[config.mk]
export PLATFORM = sky130hd
export DESIGN_NAME = pipeline_ctrl_flat
export DESIGN_NICKNAME = d
export VERILOG_FILES = /design/src/rtl/pipe_ctrl_pkg.sv /design/src/rtl/pipeline_ctrl_if.sv /design/src/rtl/hazard_detect.sv /design/src/rtl/pipeline_ctrl.sv /design/src/flat_wrapper.sv
export SDC_FILE = /design/constraint.sdc
export NUM_CORES = 1
export LEC_CHECK = 0
export CORE_MARGIN = 5
export CORE_UTILIZATION = 29
export CTS_CLUSTER_SIZE = 30
export DETAILED_ROUTE_END_ITERATION = 7
export HOLD_SLACK_MARGIN = 0.02
export PLACE_DENSITY = 0.81
export SETUP_SLACK_MARGIN = 0.5
export SLEW_MARGIN = 20
export SYNTH_ARGS = -nofsm -noshare
export SYNTH_HDL_FRONTEND = slang
export SYNTH_SLANG_ARGS = --single-unit
[constraint.sdc]
create_clock -name clk -period 3.3 [get_ports clk]
set_clock_uncertainty 0.2 [all_clocks]
set_input_delay 0.66 -clock clk [delete_from_list [all_inputs] [get_ports clk]]
set_output_delay 0.66 -clock clk [all_outputs]
set_load 0.005 [all_outputs]
[src/rtl/pipe_ctrl_pkg.sv]
// Shared types and constants for the WISC pipeline sequencing controller.
// Optional feature macro: PIPE_CTRL_PERF_EN (stall/flush performance counters).
package pipe_ctrl_pkg;

    // Controller state: normal issue, draining after HLT, and halted.
    typedef enum logic [1:0] {
        RUN    = 2'd0,
        DRAIN  = 2'd1,
        HALTED = 2'd2
    } ctrl_state_t;

    // Dominant cause of a Decode stall, for debug visibility.
    typedef enum logic [1:0] {
        NONE     = 2'd0,
        LOAD_USE = 2'd1,
        BR_REG   = 2'd2,
        FLAG     = 2'd3
    } stall_reason_t;

    // R0 is hard-wired to zero, so it never creates a dependency.
    localparam int REG_ZERO = 0;

endpackage

[src/rtl/pipeline_ctrl_if.sv]
// Signal bundle between the WISC pipeline registers and the sequencing controller.
// Optional feature macro: PIPE_CTRL_PERF_EN adds the stall_cnt/flush_cnt counters.
// Directions: the pipeline (master) drives Decode/EX/MEM/WB attributes; the
// controller (slave) drives stall, bubble, flush and halted back. Every output
// is a level signal that holds for the cycle it is asserted in; there is no
// valid/ready exchange on this bundle.
interface pipeline_ctrl_if #(
    parameter int REG_W = 4
`ifdef PIPE_CTRL_PERF_EN
    , parameter int CNT_W = 16
`endif
);
    logic [REG_W-1:0] ID_SrcReg1;
    logic [REG_W-1:0] ID_SrcReg2;
    logic             ID_uses_rs1;
    logic             ID_uses_rs2;
    logic             ID_is_branch;
    logic             ID_is_BR;
    logic             ID_HLT;
    logic             ID_update_PC;
    logic             ID_EX_RegWrite;
    logic             ID_EX_MemRead;
    logic             ID_EX_flag_en;
    logic [REG_W-1:0] ID_EX_reg_rd;
    logic             EX_MEM_RegWrite;
    logic             EX_MEM_MemRead;
    logic [REG_W-1:0] EX_MEM_reg_rd;
    logic             MEM_WB_HLT;
    logic             PC_stall;
    logic             IF_ID_stall;
    logic             ID_EX_bubble;
    logic             IF_ID_flush;
    logic             halted;
`ifdef PIPE_CTRL_PERF_EN
    logic [CNT_W-1:0] stall_cnt;
    logic [CNT_W-1:0] flush_cnt;
`endif

    modport master (
`ifdef PIPE_CTRL_PERF_EN
        input  stall_cnt, flush_cnt,
`endif
        output ID_SrcReg1, ID_SrcReg2, ID_uses_rs1, ID_uses_rs2,
        output ID_is_branch, ID_is_BR, ID_HLT, ID_update_PC,
        output ID_EX_RegWrite, ID_EX_MemRead, ID_EX_flag_en, ID_EX_reg_rd,
        output EX_MEM_RegWrite, EX_MEM_MemRead, EX_MEM_reg_rd, MEM_WB_HLT,
        input  PC_stall, IF_ID_stall, ID_EX_bubble, IF_ID_flush, halted
    );

    modport slave (
`ifdef PIPE_CTRL_PERF_EN
        output stall_cnt, flush_cnt,
`endif
        input  ID_SrcReg1, ID_SrcReg2, ID_uses_rs1, ID_uses_rs2,
        input  ID_is_branch, ID_is_BR, ID_HLT, ID_update_PC,
        input  ID_EX_RegWrite, ID_EX_MemRead, ID_EX_flag_en, ID_EX_reg_rd,
        input  EX_MEM_RegWrite, EX_MEM_MemRead, EX_MEM_reg_rd, MEM_WB_HLT,
        output PC_stall, IF_ID_stall, ID_EX_bubble, IF_ID_flush, halted
    );
endinterface

[src/rtl/hazard_detect.sv]
// Combinational Decode-stage hazard detection: load-use, register-branch
// source dependency and flag dependency of conditional branches.
module hazard_detect
    import pipe_ctrl_pkg::*;
#(
    parameter int REG_W = 4
) (
    input  logic [REG_W-1:0] ID_SrcReg1,
    input  logic [REG_W-1:0] ID_SrcReg2,
    input  logic             ID_uses_rs1,
    input  logic             ID_uses_rs2,
    input  logic             ID_is_branch,
    input  logic             ID_is_BR,
    input  logic             ID_EX_RegWrite,
    input  logic             ID_EX_MemRead,
    input  logic             ID_EX_flag_en,
    input  logic [REG_W-1:0] ID_EX_reg_rd,
    input  logic             EX_MEM_MemRead,
    input  logic [REG_W-1:0] EX_MEM_reg_rd,
    output logic             load_use,
    output logic             br_reg,
    output logic             flag_dep,
    output logic             stall,
    output stall_reason_t    reason
);
    localparam logic [REG_W-1:0] ZERO = REG_W'(REG_ZERO);

    logic ex_rd_live;
    logic mem_rd_live;

    assign ex_rd_live  = (ID_EX_reg_rd != ZERO);
    assign mem_rd_live = (EX_MEM_reg_rd != ZERO);

    // Hazard terms and the dominant stall reason (load-use first, then BR, then flags).
    always_comb begin
        load_use = ID_EX_MemRead & ID_EX_RegWrite & ex_rd_live &
                   ((ID_uses_rs1 & (ID_SrcReg1 == ID_EX_reg_rd)) |
                    (ID_uses_rs2 & (ID_SrcReg2 == ID_EX_reg_rd)));
        br_reg   = ID_is_branch & ID_is_BR &
                   ((ID_EX_RegWrite & ex_rd_live & (ID_SrcReg1 == ID_EX_reg_rd)) |
                    (EX_MEM_MemRead & mem_rd_live & (ID_SrcReg1 == EX_MEM_reg_rd)));
        flag_dep = ID_is_branch & ~ID_is_BR & ID_EX_flag_en;
        stall    = load_use | br_reg | flag_dep;
        reason   = NONE;
        if (load_use)      reason = LOAD_USE;
        else if (br_reg)   reason = BR_REG;
        else if (flag_dep) reason = FLAG;
    end
endmodule

[src/rtl/pipeline_ctrl.sv]
// WISC pipeline sequencing controller: stall/bubble/flush generation and the
// HLT drain state machine. Optional feature macro: PIPE_CTRL_PERF_EN adds
// saturating stall and misprediction-flush counters.
module pipeline_ctrl
    import pipe_ctrl_pkg::*;
#(
    parameter int REG_W = 4
`ifdef PIPE_CTRL_PERF_EN
    , parameter int CNT_W = 16
`endif
) (
    input  logic           clk,
    input  logic           rst,
    pipeline_ctrl_if.slave bus,
    output ctrl_state_t    state_dbg,
    output stall_reason_t  stall_reason_dbg
);
    ctrl_state_t state_q, state_d;
    logic        halted_q;
    logic        load_use, br_reg, flag_dep, stall;
    logic        pc_stall, if_id_stall, id_ex_bubble, if_id_flush;

    hazard_detect #(.REG_W(REG_W)) u_hazard (
        .ID_SrcReg1     (bus.ID_SrcReg1),
        .ID_SrcReg2     (bus.ID_SrcReg2),
        .ID_uses_rs1    (bus.ID_uses_rs1),
        .ID_uses_rs2    (bus.ID_uses_rs2),
        .ID_is_branch   (bus.ID_is_branch),
        .ID_is_BR       (bus.ID_is_BR),
        .ID_EX_RegWrite (bus.ID_EX_RegWrite),
        .ID_EX_MemRead  (bus.ID_EX_MemRead),
        .ID_EX_flag_en  (bus.ID_EX_flag_en),
        .ID_EX_reg_rd   (bus.ID_EX_reg_rd),
        .EX_MEM_MemRead (bus.EX_MEM_MemRead),
        .EX_MEM_reg_rd  (bus.EX_MEM_reg_rd),
        .load_use       (load_use),
        .br_reg         (br_reg),
        .flag_dep       (flag_dep),
        .stall          (stall),
        .reason         (stall_reason_dbg)
    );

    // Next state and control outputs; reset forces every control output low.
    always_comb begin
        state_d      = state_q;
        pc_stall     = 1'b0;
        if_id_stall  = 1'b0;
        id_ex_bubble = 1'b0;
        if_id_flush  = 1'b0;
        if (!rst) begin
            unique case (state_q)
                RUN: begin
                    if (stall) begin
                        // Mispredict and HLT wait until the hazard clears.
                        pc_stall     = 1'b1;
                        if_id_stall  = 1'b1;
                        id_ex_bubble = 1'b1;
                    end else begin
                        if (bus.ID_update_PC) if_id_flush = 1'b1;
                        if (bus.ID_HLT) begin
                            // HLT moves on into ID/EX; nothing behind it is fetched.
                            pc_stall    = 1'b1;
                            if_id_flush = 1'b1;
                            state_d     = DRAIN;
                        end
                    end
                end
                DRAIN: begin
                    pc_stall    = 1'b1;
                    if_id_flush = 1'b1;
                    if (bus.MEM_WB_HLT) state_d = HALTED;
                end
                HALTED: begin
                    pc_stall    = 1'b1;
                    if_id_flush = 1'b1;
                end
                default: state_d = RUN;
            endcase
        end
    end

    // State register and sticky halted flag.
    always_ff @(posedge clk) begin
        if (rst) begin
            state_q  <= RUN;
            halted_q <= 1'b0;
        end else begin
            state_q  <= state_d;
            halted_q <= halted_q | (state_d == HALTED);
        end
    end

    assign bus.PC_stall     = pc_stall;
    assign bus.IF_ID_stall  = if_id_stall;
    assign bus.ID_EX_bubble = id_ex_bubble;
    assign bus.IF_ID_flush  = if_id_flush;
    assign bus.halted       = halted_q;
    assign state_dbg        = state_q;

`ifdef PIPE_CTRL_PERF_EN
    logic [CNT_W-1:0] stall_cnt_q;
    logic [CNT_W-1:0] flush_cnt_q;

    // Saturating counters, live only while issuing in RUN.
    always_ff @(posedge clk) begin
        if (rst) begin
            stall_cnt_q <= '0;
            flush_cnt_q <= '0;
        end else if (state_q == RUN) begin
            if (stall && (stall_cnt_q != '1))
                stall_cnt_q <= stall_cnt_q + 1'b1;
            if (!stall && bus.ID_update_PC && (flush_cnt_q != '1))
                flush_cnt_q <= flush_cnt_q + 1'b1;
        end
    end

    assign bus.stall_cnt = stall_cnt_q;
    assign bus.flush_cnt = flush_cnt_q;
`endif
endmodule

[src/flat_wrapper.sv]
// flat-port wrapper written by rule: the top's interface ports become plain ports
module pipeline_ctrl_flat import pipe_ctrl_pkg::*;
#(
    parameter int REG_W = 4

)
  (clk, rst, state_dbg, stall_reason_dbg, bus_ID_SrcReg1, bus_ID_SrcReg2, bus_ID_uses_rs1, bus_ID_uses_rs2, bus_ID_is_branch, bus_ID_is_BR, bus_ID_HLT, bus_ID_update_PC, bus_ID_EX_RegWrite, bus_ID_EX_MemRead, bus_ID_EX_flag_en, bus_ID_EX_reg_rd, bus_EX_MEM_RegWrite, bus_EX_MEM_MemRead, bus_EX_MEM_reg_rd, bus_MEM_WB_HLT, bus_PC_stall, bus_IF_ID_stall, bus_ID_EX_bubble, bus_IF_ID_flush, bus_halted);
  pipeline_ctrl_if #(.REG_W(REG_W)) bus_i ();
  input  logic clk;
  input  logic rst;
  output ctrl_state_t state_dbg;
  output stall_reason_t stall_reason_dbg;
  input wire logic [$bits(bus_i.ID_SrcReg1)-1:0] bus_ID_SrcReg1;
  input wire logic [$bits(bus_i.ID_SrcReg2)-1:0] bus_ID_SrcReg2;
  input wire logic [$bits(bus_i.ID_uses_rs1)-1:0] bus_ID_uses_rs1;
  input wire logic [$bits(bus_i.ID_uses_rs2)-1:0] bus_ID_uses_rs2;
  input wire logic [$bits(bus_i.ID_is_branch)-1:0] bus_ID_is_branch;
  input wire logic [$bits(bus_i.ID_is_BR)-1:0] bus_ID_is_BR;
  input wire logic [$bits(bus_i.ID_HLT)-1:0] bus_ID_HLT;
  input wire logic [$bits(bus_i.ID_update_PC)-1:0] bus_ID_update_PC;
  input wire logic [$bits(bus_i.ID_EX_RegWrite)-1:0] bus_ID_EX_RegWrite;
  input wire logic [$bits(bus_i.ID_EX_MemRead)-1:0] bus_ID_EX_MemRead;
  input wire logic [$bits(bus_i.ID_EX_flag_en)-1:0] bus_ID_EX_flag_en;
  input wire logic [$bits(bus_i.ID_EX_reg_rd)-1:0] bus_ID_EX_reg_rd;
  input wire logic [$bits(bus_i.EX_MEM_RegWrite)-1:0] bus_EX_MEM_RegWrite;
  input wire logic [$bits(bus_i.EX_MEM_MemRead)-1:0] bus_EX_MEM_MemRead;
  input wire logic [$bits(bus_i.EX_MEM_reg_rd)-1:0] bus_EX_MEM_reg_rd;
  input wire logic [$bits(bus_i.MEM_WB_HLT)-1:0] bus_MEM_WB_HLT;
  output wire logic [$bits(bus_i.PC_stall)-1:0] bus_PC_stall;
  output wire logic [$bits(bus_i.IF_ID_stall)-1:0] bus_IF_ID_stall;
  output wire logic [$bits(bus_i.ID_EX_bubble)-1:0] bus_ID_EX_bubble;
  output wire logic [$bits(bus_i.IF_ID_flush)-1:0] bus_IF_ID_flush;
  output wire logic [$bits(bus_i.halted)-1:0] bus_halted;
  assign bus_i.ID_SrcReg1 = bus_ID_SrcReg1;
  assign bus_i.ID_SrcReg2 = bus_ID_SrcReg2;
  assign bus_i.ID_uses_rs1 = bus_ID_uses_rs1;
  assign bus_i.ID_uses_rs2 = bus_ID_uses_rs2;
  assign bus_i.ID_is_branch = bus_ID_is_branch;
  assign bus_i.ID_is_BR = bus_ID_is_BR;
  assign bus_i.ID_HLT = bus_ID_HLT;
  assign bus_i.ID_update_PC = bus_ID_update_PC;
  assign bus_i.ID_EX_RegWrite = bus_ID_EX_RegWrite;
  assign bus_i.ID_EX_MemRead = bus_ID_EX_MemRead;
  assign bus_i.ID_EX_flag_en = bus_ID_EX_flag_en;
  assign bus_i.ID_EX_reg_rd = bus_ID_EX_reg_rd;
  assign bus_i.EX_MEM_RegWrite = bus_EX_MEM_RegWrite;
  assign bus_i.EX_MEM_MemRead = bus_EX_MEM_MemRead;
  assign bus_i.EX_MEM_reg_rd = bus_EX_MEM_reg_rd;
  assign bus_i.MEM_WB_HLT = bus_MEM_WB_HLT;
  assign bus_PC_stall = bus_i.PC_stall;
  assign bus_IF_ID_stall = bus_i.IF_ID_stall;
  assign bus_ID_EX_bubble = bus_i.ID_EX_bubble;
  assign bus_IF_ID_flush = bus_i.IF_ID_flush;
  assign bus_halted = bus_i.halted;
  pipeline_ctrl #(.REG_W(REG_W)) u_core (.clk(clk), .rst(rst), .bus(bus_i), .state_dbg(state_dbg), .stall_reason_dbg(stall_reason_dbg));
endmodule
Word level (Yosys, flattened, before mapping):

Index checks and enable logic that the tools add are counted.
Widths: inputs -> output; s select.

* flip-flop bits (word level): 3
* bits of input ports: 30
* output and inout bits: 9
* logic and storage cells: 51

* eq/ne operators: 6
* multiplexer cells: 20
* bitwise operators: 19
* reduce and logical (&&, ||, !) cells: 4

Operators by type and width (number)
* $mux 2: 7
* $and 1x1->1: 13
* $eq 4x4->1: 3
* $mux 1: 10
* $reduce_bool 4->1: 2
* $pmux 2 s3: 1
* $or 1x1->1: 5
* $eq 2x2->1 const B: 2
* $pmux 1 s2: 2
* $eq 2x1->1 const B: 1
* $logic_not 2->1: 1
* $reduce_or 2->1: 1
* $not 1->1: 1

Longest topological paths before layout:

Gate-level depths: netlist (run 1).

* word-level depth: 12
* mapped depth: 6
* gate-level depth less buffers: 6

By module:

From an unflattened synthesis (run 1), not the netlist that was laid out.

* cell total of the unflattened synthesis: 60
* area, all modules: 510.5 sq um

By module, submodules not included
* hazard_detect: times used 1, cells an instance 31, area each 267.8 sq um, seq. area each 0.0 sq um
* pipeline_ctrl: times used 1, cells an instance 29, area each 242.7 sq um, seq. area each 60.1 sq um

Worst setup path after synthesis (run 1):

Ideal clock, no wire load.

* path type: in2out
* start: input port bus_ID_SrcReg1[3]
* end: output port bus_IF_ID_stall
* arrival time: 2.067 ns
* data required time: 2.440 ns
* slack: 0.373 ns
* stages on the path: 5
* buffers on the path: 1
* cell sequence: or3_1 > a2111oi_2 > nor3_1 > nor3b_1 > buf_4

* cells in the longest elaborated chain, start to end: 9
* elaborated cells on any way between the ends: 14
* classes of those cells: eq/ne: 2; mux: 3; bitwise: 9

RTL lines
* start, declared: line flat_wrapper.sv:13 `input wire logic [$bits(bus_i.ID_SrcReg1)-1:0] bus_ID_SrcReg1;`
* $eq 4x4->1, on equally long branches: line hazard_detect.sv:37, hazard_detect.sv:40, hazard_detect.sv:41
* $and 1x1->1, on equally long branches: line hazard_detect.sv:37, hazard_detect.sv:40, hazard_detect.sv:41
* $or 1x1->1, on equally long branches: line hazard_detect.sv:37, hazard_detect.sv:40
* $and 1x1->1, on equally long branches: line hazard_detect.sv:36, hazard_detect.sv:39
* $or 1x1->1 (*) (2 in a row): line hazard_detect.sv:43 `stall = load_use | br_reg | flag_dep;`
* $mux 1 (*) (3 in a row)
* end, declared: line flat_wrapper.sv:30 `output wire logic [$bits(bus_i.IF_ID_stall)-1:0] bus_IF_ID_stall;`

Mark *: on every way between the ends. The rest lies on a longest branch, timed or not.

Worst setup path after layout (run 1):

* start: input port bus_EX_MEM_reg_rd[1]
* end: output port bus_ID_EX_bubble

* cells in the longest elaborated chain, start to end: 10
* elaborated cells on any way between the ends: 11
* classes of those cells: eq/ne: 1; mux: 3; bitwise: 6; reduce/logical: 1

RTL lines
* start, declared: line flat_wrapper.sv:27 `input wire logic [$bits(bus_i.EX_MEM_reg_rd)-1:0] bus_EX_MEM_reg_rd;`
* $reduce_bool 4->1: line hazard_detect.sv:32 `assign mem_rd_live = (EX_MEM_reg_rd != ZERO);`
* $and 1x1->1: line hazard_detect.sv:41 `(EX_MEM_MemRead & mem_rd_live & (ID_SrcReg1 == EX_MEM_reg_rd)));`
* $and 1x1->1 (*): line hazard_detect.sv:41
* $or 1x1->1 (*): line hazard_detect.sv:40 `((ID_EX_RegWrite & ex_rd_live & (ID_SrcReg1 == ID_EX_reg_rd)) |`
* $and 1x1->1 (*): line hazard_detect.sv:39 `br_reg = ID_is_branch & ID_is_BR &`
* $or 1x1->1 (*) (2 in a row): line hazard_detect.sv:43
* $mux 1 (*): line pipeline_ctrl.sv:53 `if (stall) begin`
* $mux 1 (*): line pipeline_ctrl.sv:51 `unique case (state_q)`
* $mux 1 (*): line pipeline_ctrl.sv:50 `if (!rst) begin`
* end, declared: line flat_wrapper.sv:31 `output wire logic [$bits(bus_i.ID_EX_bubble)-1:0] bus_ID_EX_bubble;`

Marked as above.

==> run_results.csv, run 1 <==
group,metric,value,unit
pwr,power_frac_seq,17.3,%
yosys,ys_seq_area_share,12.57,%
timing,fmax,0.3250,GHz
yosys,synth_area_per_cell,7.587,sq um
timing,min_period_over_period,93.24,%
yosys,synth_top_area_share,16.49,%
setup_path,cp.required,2440,ps
layout,final_core_util,76.06,%
setup_path,arrival,2220,ps
placed_design,place_area,983.4,sq um
pwr,ir_drop,0.2186,mV
floorplanning,core-area,0.001541,sq mm
timing,worstMarginPinSlew,410.8,ps
grt,grt_pass1_wl,3.939,mm
placed_design,dp_slack,-372.7,ps
layout,n_fill_cell,95,
setup_path,worstPathMaxFanout,2,
layout,final_common_cell,"buf_4",
yosys,syn_nets,97,
layout,final_cell_mix,"19 x buf_4, 14 x clkdlybuf4s50_1, 9 x buf_2",
timing,setup_viol,0,
route,vias,767,
route,wl_per_cell,17.37,um
route,route.detailed.drc,0,
clock_tree,cts.clk_slew.worst_paths,40,ps
floorplanning,die_h,50.60,um
run_status,outcome,"completed",
clock_tree,numCtsBuffers,3,
route,ant_nets,0,
placed_design,place_inst,129,
floorplanning,die_w,50.60,um
pwr,pwr-share-comb,57.9,%
pwr,power.switching,87.66,uW
pwr,swShare,33.57,%
timing,fin_ws,223.0,ps
setup_path,criticalPathCategory,"input pin to output pin",
yosys,netlist_instances,63,
timing,rsz0062_at_grt,"yes",
pwr,clkPwrFrac,24.8,%
grt,grt_use_total,20.05,%
floorplanning,rows,14,
timing,fin_setup_tns,0,ps
yosys,yosys_warnings,0,
route,drt-vias-per-instance,5.401,
timing,whs,296.4,ps
layout,finalInstanceArea,0.001172,sq mm
route,wl,2.466,mm
clock_tree,htree_num_levels,1,
layout,finalNetCount,161,
setup_path,cpPeakStageDelay,410,ps
setup_path,worstPathCellList,"buf_8 > nor3_4 > or3_4 > a2111oi_4 > buf_4 > nor3_4 > buf_6 > nor3b_4 > buf_2",
layout,seqCellArea,60.06,sq um
pwr,power_density,222.7,mW/mm^2
yosys,synth_seq_cells,3,
placed_design,dp_hpwl,1.531,mm
setup_path,slowest_stage,"a2111oi_4",
layout,multi_input_area,530.5,sq um
clock_tree,clock-sinks,3,
run,maxCapViolations,0,
placed_design,gp_congestion,0.7766,
yosys,netlist_area,478.0,sq um
timing,timing.max_slew.rel_slack,72.26,%
worst_hold_path,hold_class,"flop to flop",
pwr,internal-power,173.4,uW
layout,drive_above_1_share,47.62,%
yosys,yosys-top-cells-area,"xnor2_1 16%, dfxtp_1 13%, ha_1 10%",
grt,grt_overflow_total,0,
timing,post-route-min-period,3077,ps
yosys,yosysUniqueCellTypes,29,
setup_path,crit_top_cell,"nor3_4",
grt,grt_pass1_vias,887,
timing,final-max-slew-violation-count,0,
setup_path,endpoint_kind,"output pin",
yosys,synth_top_cell_by_area,"xnor2_1",
timing,hold_viol,0,
clock_tree,clock_latency,230,ps
floorplanning,dieArea,0.002560,sq mm
floorplanning,io_pins,39,
placed_design,port_buffers,37,
setup_path,cp-start-kind,"input pin",
layout,area_delta_synth_final,145.3,%
pwr,p_leak,0.5176,nW
layout,diodes,0,
floorplanning,start_util,31.01,%
clock_tree,cts_root_buf,"clkbuf_4",
route,drtIter0Drc,17,
grt,antenna_found_initial,0,
clock_tree,cts_tree,"yes",
grt,grt_start_max_net_pins,7,
layout,final_cells,142,
pwr,finalPower,261.1,uW
clock_tree,clock_path_buffers,2,
route,firstDrtPassIters,4,
==> flip-flops by register name, indices dropped and copies added, names as in the netlist <==
signal	cells
u_core.state_dbg	2
u_core.bus.halted	1
==> layout make-up <==
| type | instances | area share (%) |
|---|---|---|
| clock buffers | 4 | 2.241 |
| inverters | 3 | 0.9605 |
| flip-flops and latches | 3 | 5.123 |
| repair buffers | 60 | 44.72 |
| multi-input cells | 56 | 45.25 |
| well taps | 16 | 1.708 |
==> worst paths after layout <==
check,end,slack (ps),depth (start not counted),from
worst max-delay path,bus_ID_EX_bubble,220,9,bus_EX_MEM_reg_rd[1]
worst min-delay path,u_core.bus.halted,300,2,u_core.bus.halted
worst max register to register,u_core.bus.halted,1480,6,u_core.state_dbg[1]
worst min register to register,u_core.bus.halted,300,2,u_core.bus.halted
==> synthesized netlist by cell type, drive strengths merged <==
cell type and count:
a2111oi 1, a21oi 2, and2 2, buf 1
dfxtp 3, ha 4, inv 3, nand2 2
nand2b 1, nand3 2, nand3b 2, nand4 4
nor2 7, nor2b 1, nor3 2, nor3b 1
nor4 2, o21a 1, o21ai 5, o22ai 1
o31ai 1, o32ai 1, o41ai 1, or3 1
or4 1, xnor2 9, xor2 2
==> timing repair <==
action                     in CTS  in global routing
gates cloned                    0                  0
pin swaps                      18                 12
setup endpoints to repair       6                  6
hold buffers                    0                  0
resized for setup              93                  9
buffers inserted                7                  2
==> kinds of logic (layout without fill, tap and decap cells) <==
family / after synthesis / in the layout / share of synthesized area (%)
DFF: 3 / 3 / 12.57
buffers and inverters: 4 / 67 / 3.927
AOI/OAI and AO/OA: 13 / 13 / 19.90
adders and majority gates: 4 / 4 / 10.47
and+or+nand+nor: 28 / 28 / 32.99
xor gates and xnor gates: 11 / 11 / 20.16
==> routing by layer <==
metal	global-route usage [%]	vias up	wire, um
li1	-	357	-
met1	20.67	335	928
met2	34.30	55	1204
met3	4.734	20	169
met4	15.32	0	163
met5	0	-	0
==> power groups by stage <==
| stage | Clock (mW) | Combinational, mW | Sequential [mW] |
|---|---|---|---|
| 2_1_floorplan | 0 | 0.0532 | 0.0448 |
| 5_1_grt | 0.0768 | 0.162 | 0.0457 |
| 4_1_cts | 0.0677 | 0.140 | 0.0449 |
| 3_5_place_dp | 0 | 0.132 | 0.0454 |
| 3_3_place_gp | 0 | 0.129 | 0.0448 |
| 6_report | 0.0647 | 0.151 | 0.0452 |
==> critical path, delay by kind of cell <==
family          cells  cell delay (ps)
buf+inv             4              540
compound gates      1              410
simple gates        4              600
No activity file was read; power rests on OpenSTA's default activity.
==> inputs of run 2 (changes only) <==
HOLD_SLACK_MARGIN = not set   (was 0.02)
==> results of run 2 <==
Same layout as run 1: the final DEF is identical, and so are final timing and power.
